**config.mk**
```make
export PLATFORM = sky130hd
export DESIGN_NAME = serial_subtractor_flat
export DESIGN_NICKNAME = d
export VERILOG_FILES = /design/src/rtl/serial_subtractor_if.sv /design/src/rtl/serial_subtractor.sv /design/src/flat_wrapper.sv
export SDC_FILE = /design/constraint.sdc
export NUM_CORES = 1
export LEC_CHECK = 0
export ABC_CLOCK_PERIOD_IN_PS = 1630
export CAP_MARGIN = 40
export CELL_PAD_IN_SITES_DETAIL_PLACEMENT = 0
export CELL_PAD_IN_SITES_GLOBAL_PLACEMENT = 1
export CORE_UTILIZATION = 35
export CTS_CLUSTER_DIAMETER = 50
export DETAILED_ROUTE_END_ITERATION = 10
export PLACE_DENSITY_LB_ADDON = 0.1
export RECOVER_POWER = 100
export SYNTH_ARGS = -nofsm -noshare
export SYNTH_HDL_FRONTEND = slang
export SYNTH_SLANG_ARGS = --single-unit
```
**constraint.sdc**
```tcl
create_clock -name clk -period 1.63 [get_ports clk]
set_input_delay 0.489 -clock clk [delete_from_list [all_inputs] [get_ports clk]]
set_output_delay 0.489 -clock clk [all_outputs]
set_load 0.01 [all_outputs]
```
**src/rtl/serial_subtractor_if.sv**
```systemverilog
// Start/done handshake and operand/result bus for the bit-serial subtractor.
// The controller side uses the master modport and the subtractor uses the slave modport.
interface serial_subtractor_if #(
  parameter int WIDTH = 4
);
  logic             start;
  logic [WIDTH-1:0] a;
  logic [WIDTH-1:0] b;
  logic             bin;
  logic             busy;
  logic             done;
  logic [WIDTH-1:0] d;
  logic             bout;

  modport master (
    output start, a, b, bin,
    input  busy, done, d, bout
  );

  modport slave (
    input  start, a, b, bin,
    output busy, done, d, bout
  );
endinterface

```
**src/rtl/serial_subtractor.sv**
```systemverilog
// Bit-serial subtractor: d = a - b - bin, LSB first, one full-subtractor step per clock.
// Operands are captured on an accepted start and a done pulse marks a valid result.
module serial_subtractor #(
  parameter int WIDTH = 4
) (
  input  logic              clk,
  input  logic              rst,
  serial_subtractor_if.slave bus
);

  localparam int CW = $clog2(WIDTH) + 1;
  localparam logic [CW-1:0] LAST = CW'(WIDTH - 1);

  typedef enum logic [1:0] {
    IDLE = 2'd0,
    RUN  = 2'd1,
    DONE = 2'd2
  } state_t;

  state_t           state;
  state_t           state_next;
  logic [WIDTH-1:0] sa;
  logic [WIDTH-1:0] sb;
  logic [WIDTH-1:0] d_q;
  logic             br;
  logic             bout_q;
  logic [CW-1:0]    cnt;

  // Full-subtractor cell on the current LSBs.
  logic             x;
  logic             diff;
  logic             br_next;
  logic             last;
  logic [WIDTH:0]   d_cat;

  assign x       = sa[0] ^ sb[0];
  assign diff    = x ^ br;
  assign br_next = (~sa[0] & sb[0]) | (~x & br);
  assign last    = (cnt == LAST);
  // The new difference bit enters at the MSB; slicing {diff, d} also covers WIDTH=1.
  assign d_cat   = {diff, d_q};

  assign bus.busy = (state != IDLE);
  assign bus.done = (state == DONE);
  assign bus.d    = d_q;
  assign bus.bout = bout_q;

  // State register.
  // NOTE: sequential state uses non-blocking (<=) so every flop samples pre-edge values.
  always_ff @(posedge clk or posedge rst) begin
    if (rst) state <= IDLE;
    else     state <= state_next;
  end

  // Next-state logic: start is only honoured in IDLE, so requests during RUN/DONE are dropped.
  always_comb begin
    // NOTE: default assignment first so no path leaves state_next unassigned (no latch).
    state_next = state;
    case (state)
      IDLE:    if (bus.start) state_next = RUN;
      RUN:     if (last)      state_next = DONE;
      DONE:                   state_next = IDLE;
      default:                state_next = IDLE;
    endcase
  end

  // Datapath: capture operands on accept, shift one bit per RUN cycle, latch borrow on the last bit.
  always_ff @(posedge clk or posedge rst) begin
    if (rst) begin
      sa     <= '0;
      sb     <= '0;
      br     <= 1'b0;
      cnt    <= '0;
      d_q    <= '0;
      bout_q <= 1'b0;
    end else begin
      case (state)
        IDLE: begin
          if (bus.start) begin
            sa  <= bus.a;
            sb  <= bus.b;
            br  <= bus.bin;
            cnt <= '0;
          end
        end
        RUN: begin
          sa  <= sa >> 1;
          sb  <= sb >> 1;
          br  <= br_next;
          d_q <= d_cat[WIDTH:1];
          cnt <= cnt + CW'(1);
          if (last) bout_q <= br_next;
        end
        default: ;
      endcase
    end
  end

endmodule

```
**src/flat_wrapper.sv**
```systemverilog
// flat-port wrapper written by rule: the top's interface ports become plain ports
module serial_subtractor_flat 
#(
  parameter int WIDTH = 4
)
  (clk, rst, bus_start, bus_a, bus_b, bus_bin, bus_busy, bus_done, bus_d, bus_bout);
  serial_subtractor_if #(.WIDTH(WIDTH)) bus_i ();
  input  logic clk;
  input  logic rst;
  input wire logic [$bits(bus_i.start)-1:0] bus_start;
  input wire logic [$bits(bus_i.a)-1:0] bus_a;
  input wire logic [$bits(bus_i.b)-1:0] bus_b;
  input wire logic [$bits(bus_i.bin)-1:0] bus_bin;
  output wire logic [$bits(bus_i.busy)-1:0] bus_busy;
  output wire logic [$bits(bus_i.done)-1:0] bus_done;
  output wire logic [$bits(bus_i.d)-1:0] bus_d;
  output wire logic [$bits(bus_i.bout)-1:0] bus_bout;
  assign bus_i.start = bus_start;
  assign bus_i.a = bus_a;
  assign bus_i.b = bus_b;
  assign bus_i.bin = bus_bin;
  assign bus_busy = bus_i.busy;
  assign bus_done = bus_i.done;
  assign bus_d = bus_i.d;
  assign bus_bout = bus_i.bout;
  serial_subtractor #(.WIDTH(WIDTH)) u_core (.clk(clk), .rst(rst), .bus(bus_i));
endmodule
```
# --- Yosys cells after proc, flatten, opt, wreduce, memory -nomap -nowiden ---
# Cells that the tools add are included.
classes:
  n_addsub: 1
  n_eq_ne: 5
  mux: 11
  n_bitwise: 7
  reduce_logical: 6
op_table:
  columns: ["cell", "n"]
  rows:
  - ["$pmux W4 S2", 2]
  - ["$mux W4", 2]
  - ["$pmux W3 S2", 1]
  - ["$reduce_and A2 Y1", 3]
  - ["$mux W2", 2]
  - ["$pmux W2 S2", 1]
  - ["$reduce_bool A2 Y1", 2]
  - ["$add A3 B1 Y3 const B", 1]
  - ["$eq A3 B2 Y1 const B", 1]
  - ["$mux W3", 1]
  - ["$and A1 B1 Y1", 2]
  - ["$eq A2 B1 Y1 const B", 1]
  - ["$eq A2 B2 Y1 const B", 1]
  - ["$logic_not A2 Y1", 1]
  - ["$ne A2 B1 Y1 const B", 1]
  - ["$ne A2 B2 Y1 const B", 1]
  - ["$not A1 Y1", 2]
  - ["$pmux W1 S2", 1]
  - ["$xor A1 B1 Y1", 2]
  - ["$mux W1", 1]
  - ["$or A1 B1 Y1", 1]
totals:
  reg_bits: 19
  elab_cells: 37

# --- Longest topological paths before layout ---
depth:
  word_depth: 5
  mapped_depth: 4
  mapped_depth_nobuf: 4

# --- Worst setup path after synthesis ---
# Ideal clock, no wire load.
synth_path:
  path_type: "reg-to-output"
  from: "register u_core.state[1]"
  to: "output bus_done"
  arrival_time_ns: 0.825
  t_required_ns: 1.141
  setup_slack_ns: 0.316
  stages_incl_launch_ff: 3
  path_cell_list: "dfrtp_1 -> buf_4 -> nor2b_1"
synth_between:
  elab_chain_cells: 1
synth_rtl:
  columns: ["element", "line", "text"]
  rows:
  - ["from (decl)", "serial_subtractor.sv:20", "state_t state;"]
  - ["from (signal assigned)", "serial_subtractor.sv:52", "else state <= state_next;"]
  - ["$eq A2 B2 Y1", "serial_subtractor.sv:44", "assign bus.done = (state == DONE);"]
  - ["to (decl)", "flat_wrapper.sv:15", "output wire logic [$bits(bus_i.done)-1:0] bus_done;"]
# No other way between the ends.

# --- Final worst setup path ---
layout_path:
  from: "input bus_start"
  to: "register u_core.sb[2]"
layout_between:
  elab_chain_cells: 2
layout_rtl:
  columns: ["element", "line", "text"]
  rows:
  - ["from (decl)", "flat_wrapper.sv:10", "input wire logic [$bits(bus_i.start)-1:0] bus_start;"]
  - ["$ne A2 B2 Y1 (no line)", null, null]
  - ["$reduce_and A2 Y1 (no line)", null, null]
  - ["to (signal assigned)", "serial_subtractor.sv:81", "sb <= bus.b;"]
  - ["to (signal assigned)", "serial_subtractor.sv:88", "sb <= sb >> 1;"]
  - ["to (decl)", "serial_subtractor.sv:23", "logic [WIDTH-1:0] sb;"]
# No other way between the ends.
# A chain may end at the register's enable or synchronous reset.

==> metrics.md <==
| Metric | Value |
|---|---|
| IO Pins | `19` |
| Rows | `18` |
| Pwr Total | `2.19 mW` |
| Area share of the largest cell type after synthesis | `49.9%` |
| Status | `completed` |
| Max VDD drop | `0.935 mV` |
| PD cells | `1810 nW/um^2` |
| Worst hold slack | `0.502 ns` |
| Final std cells w/o fill | `131` |
| Die X | `54.2 um` |
| Area leader, netlist | `dfrtp_1` |
| Global placer's final weighted congestion | `0.667` |
| Worst slew margin | `68.5%` |
| Area grow syn2layout | `26.6%` |
| TritonCTS buffer count | `3` |
| Clock Latency Late Sink | `0.29 ns` |
| Metal-1 WL | `818 um` |
| Period utilization | `94.1%` |
| Hold Violations, Final | `0` |
| R2r setup slk | `0.11 ns` |
| Final wirelength | `1.74 mm` |
| Hold_buf cts | `0` |
| # clock sinks | `19` |
| Final core occ | `47.9%` |
| Number of nets in the layout | `117` |
| Design area | `1210 um^2` |
| Final antenna-violating net count | `0` |
| FMAX | `652 MHz` |
| Max clock buf depth | `2` |
| Setup violators final | `0` |
| Highest net fanout along the worst path | `5` |
| Most common cell after layout, fill and taps aside | `dfrtp_1` |
| Area after DPL | `1190 um^2` |
| Worst path top cell family by delay | `buffers and inverters` |
| Syn. warnings | `0` |
| Buf/Inv on CP | `2` |
| Htree depth | `1` |
| # diodes | `0` |
| Largest net degree at the start of global routing | `20` |
| Drt first pass iters | `4` |
| Max-cap violations | `0` |
| Starting DRC count in detailed routing | `17` |
| Setup ws final | `0.0958 ns` |
| CP max stage cell | `dlygate4sd3_1` |
| CP Cell Sequence | `dlygate4sd3_1 > clkbuf_4 > nor4b_1 > a211oi_2` |
| Yosys reg bits | `19` |
| Synth top area cells | `dfrtp_1 50%, mux2_4 6.3%, inv_1 4.7%` |
| Die H | `54.2 um` |
| WL met2 | `825 um` |
| Worst Setup End Kind | `register` |
| Setup Crit Path Kind | `in -> reg` |
| Final clock skew | `0.00275 ns` |
| CORE AREA | `2520 um^2` |
| HPWL after DPL | `1.27 mm` |
| CTS clock-pin slew for the worst setup and hold paths | `0.12 ns` |
| Vias in the first global route | `668` |
| CTS tree | `built` |
| Max layer used | `met4` |
| Min cycle time layout | `1.53 ns` |
| Max-slew violation count | `0` |
| Synth unique cells | `26` |
| Met3 wire len | `76 um` |
| Sum Neg Setup Slack | `0 ns` |
| Hold Crit Class | `reg -> reg` |
| Vias per std cell | `4.94` |
| Average routed wire per standard cell | `13.3 um` |
| CP peak stage delay | `0.64 ns` |
| Total Die Area | `2940 um^2` |
| Detailed-route via count | `647` |
| Commonest non-fill, non-tap cells in the layout | `19 x dfrtp_1, 12 x inv_1, 9 x clkdlybuf4s50_1` |
| CTS Root Cell | `clkbuf_4` |
| Post-synthesis sequential area ratio | `49.9%` |
| Crit path DAT | `1.71 ns` |
| Initial antenna violation count | `0` |
| Syn_nets | `89` |
| Unrepaired setup endpoints after global routing | `false` |
| Worst Max-Slew Pin Slew | `0.473 ns` |
| Initial Util | `37.8%` |
| Leakage | `0.554 nW` |
| Placed Cells | `125` |
| Syn Inst Count | `74` |
| GRT overflow | `0` |
| Buffers on Ports | `18` |
| DRC errors left | `0` |
| Cell area after synthesis | `953 um^2` |
| Share of cells above drive strength 1 | `26.7%` |
| Worst Path Required | `1.81 ns` |
| Syn_area_per_cell | `12.9 um^2` |
| Total track usage | `14.7%` |
| First-pass GRT wire length | `2.99 mm` |
| Worst setup SP type | `primary input` |
| # fillers | `263` |
| Setup WS pre-CTS | `-0.150 ns` |
## worst paths after layout
kind / start / endpoint / depth (start not counted)
setup / recovery: bus_start / u_core.sb[2] / 4
hold / removal: u_core.bus.d[0] / u_core.bus.d[0] / 1
setup reg to reg: u_core.state[0] / u_core.bus.d[1] / 3
hold reg to reg: u_core.bus.d[0] / u_core.bus.d[0] / 1
max in group asynchronous: rst / u_core.sa[0] / 3
min in group asynchronous: rst / u_core.cnt[1] / 3
## synthesized netlist by cell type, drive strengths merged
cell	number
nor4b	5
o21bai	1
clkbuf	1
a32o	2
nor2b	4
nor3b	3
ha	2
and3b	1
a211oi	3
a221oi	2
mux2i	1
a22o	2
a21oi	1
inv	12
buf	4
nor2	3
mux2	5
dfrtp	19
fa	1
a222oi	2
## power by group
group / internal (mW) / leakage, nW / switching [mW]
Clock: 0.0932 / 0.0139 / 0.153
Combinational: 0.599 / 0.311 / 0.521
Sequential: 0.698 / 0.229 / 0.124
## layout make-up
type                    count  area (um^2)  share of cell area, %
multi-input cells          38          385                   31.9
well taps                  30         37.5                   3.11
clock buffers               3         22.5                   1.87
inverters                  12         45.0                   3.73
clock inverters             1         7.51                  0.622
flip-flops and latches     19          475                   39.4
repair buffers             28          234                   19.4
## registers in the layout (all words and copies together), names as in the netlist
signal	cells
u_core.sa	4
u_core.cnt	3
u_core.bus.bout	1
u_core.bus.d	4
u_core.state	2
u_core.sb	4
u_core.br	1
## routing by layer
layer | GRT usage [%] | vias up
li1 | - | 315
met1 | 19.0 | 318
met2 | 23.2 | 12
met3 | 3.39 | 2
met4 | 6.41 | 0
met5 | 0 | -
## timing repair
| action | in CTS | in global routing |
|---|---|---|
| cloned | 0 | 0 |
| endpoints found under the hold margin | 0 | 0 |
| buffers inserted | 2 | 0 |
| endpoints found under the setup margin | 7 | 1 |
| gates resized for setup | 14 | 2 |
| pin swaps | 1 | 1 |
## kinds of logic (layout without fill, tap and decap cells)
family          after synthesis  count (layout)  share of synthesized area [%]
buf+inv                      17              44                           8.92
compound gates               13              13                           15.0
flops                        19              19                           49.9
mux                           6               6                           8.53
fa+ha+maj                     3               3                           4.72
simple gates                 16              16                           13.0
Power figures use the tool's default switching activity.
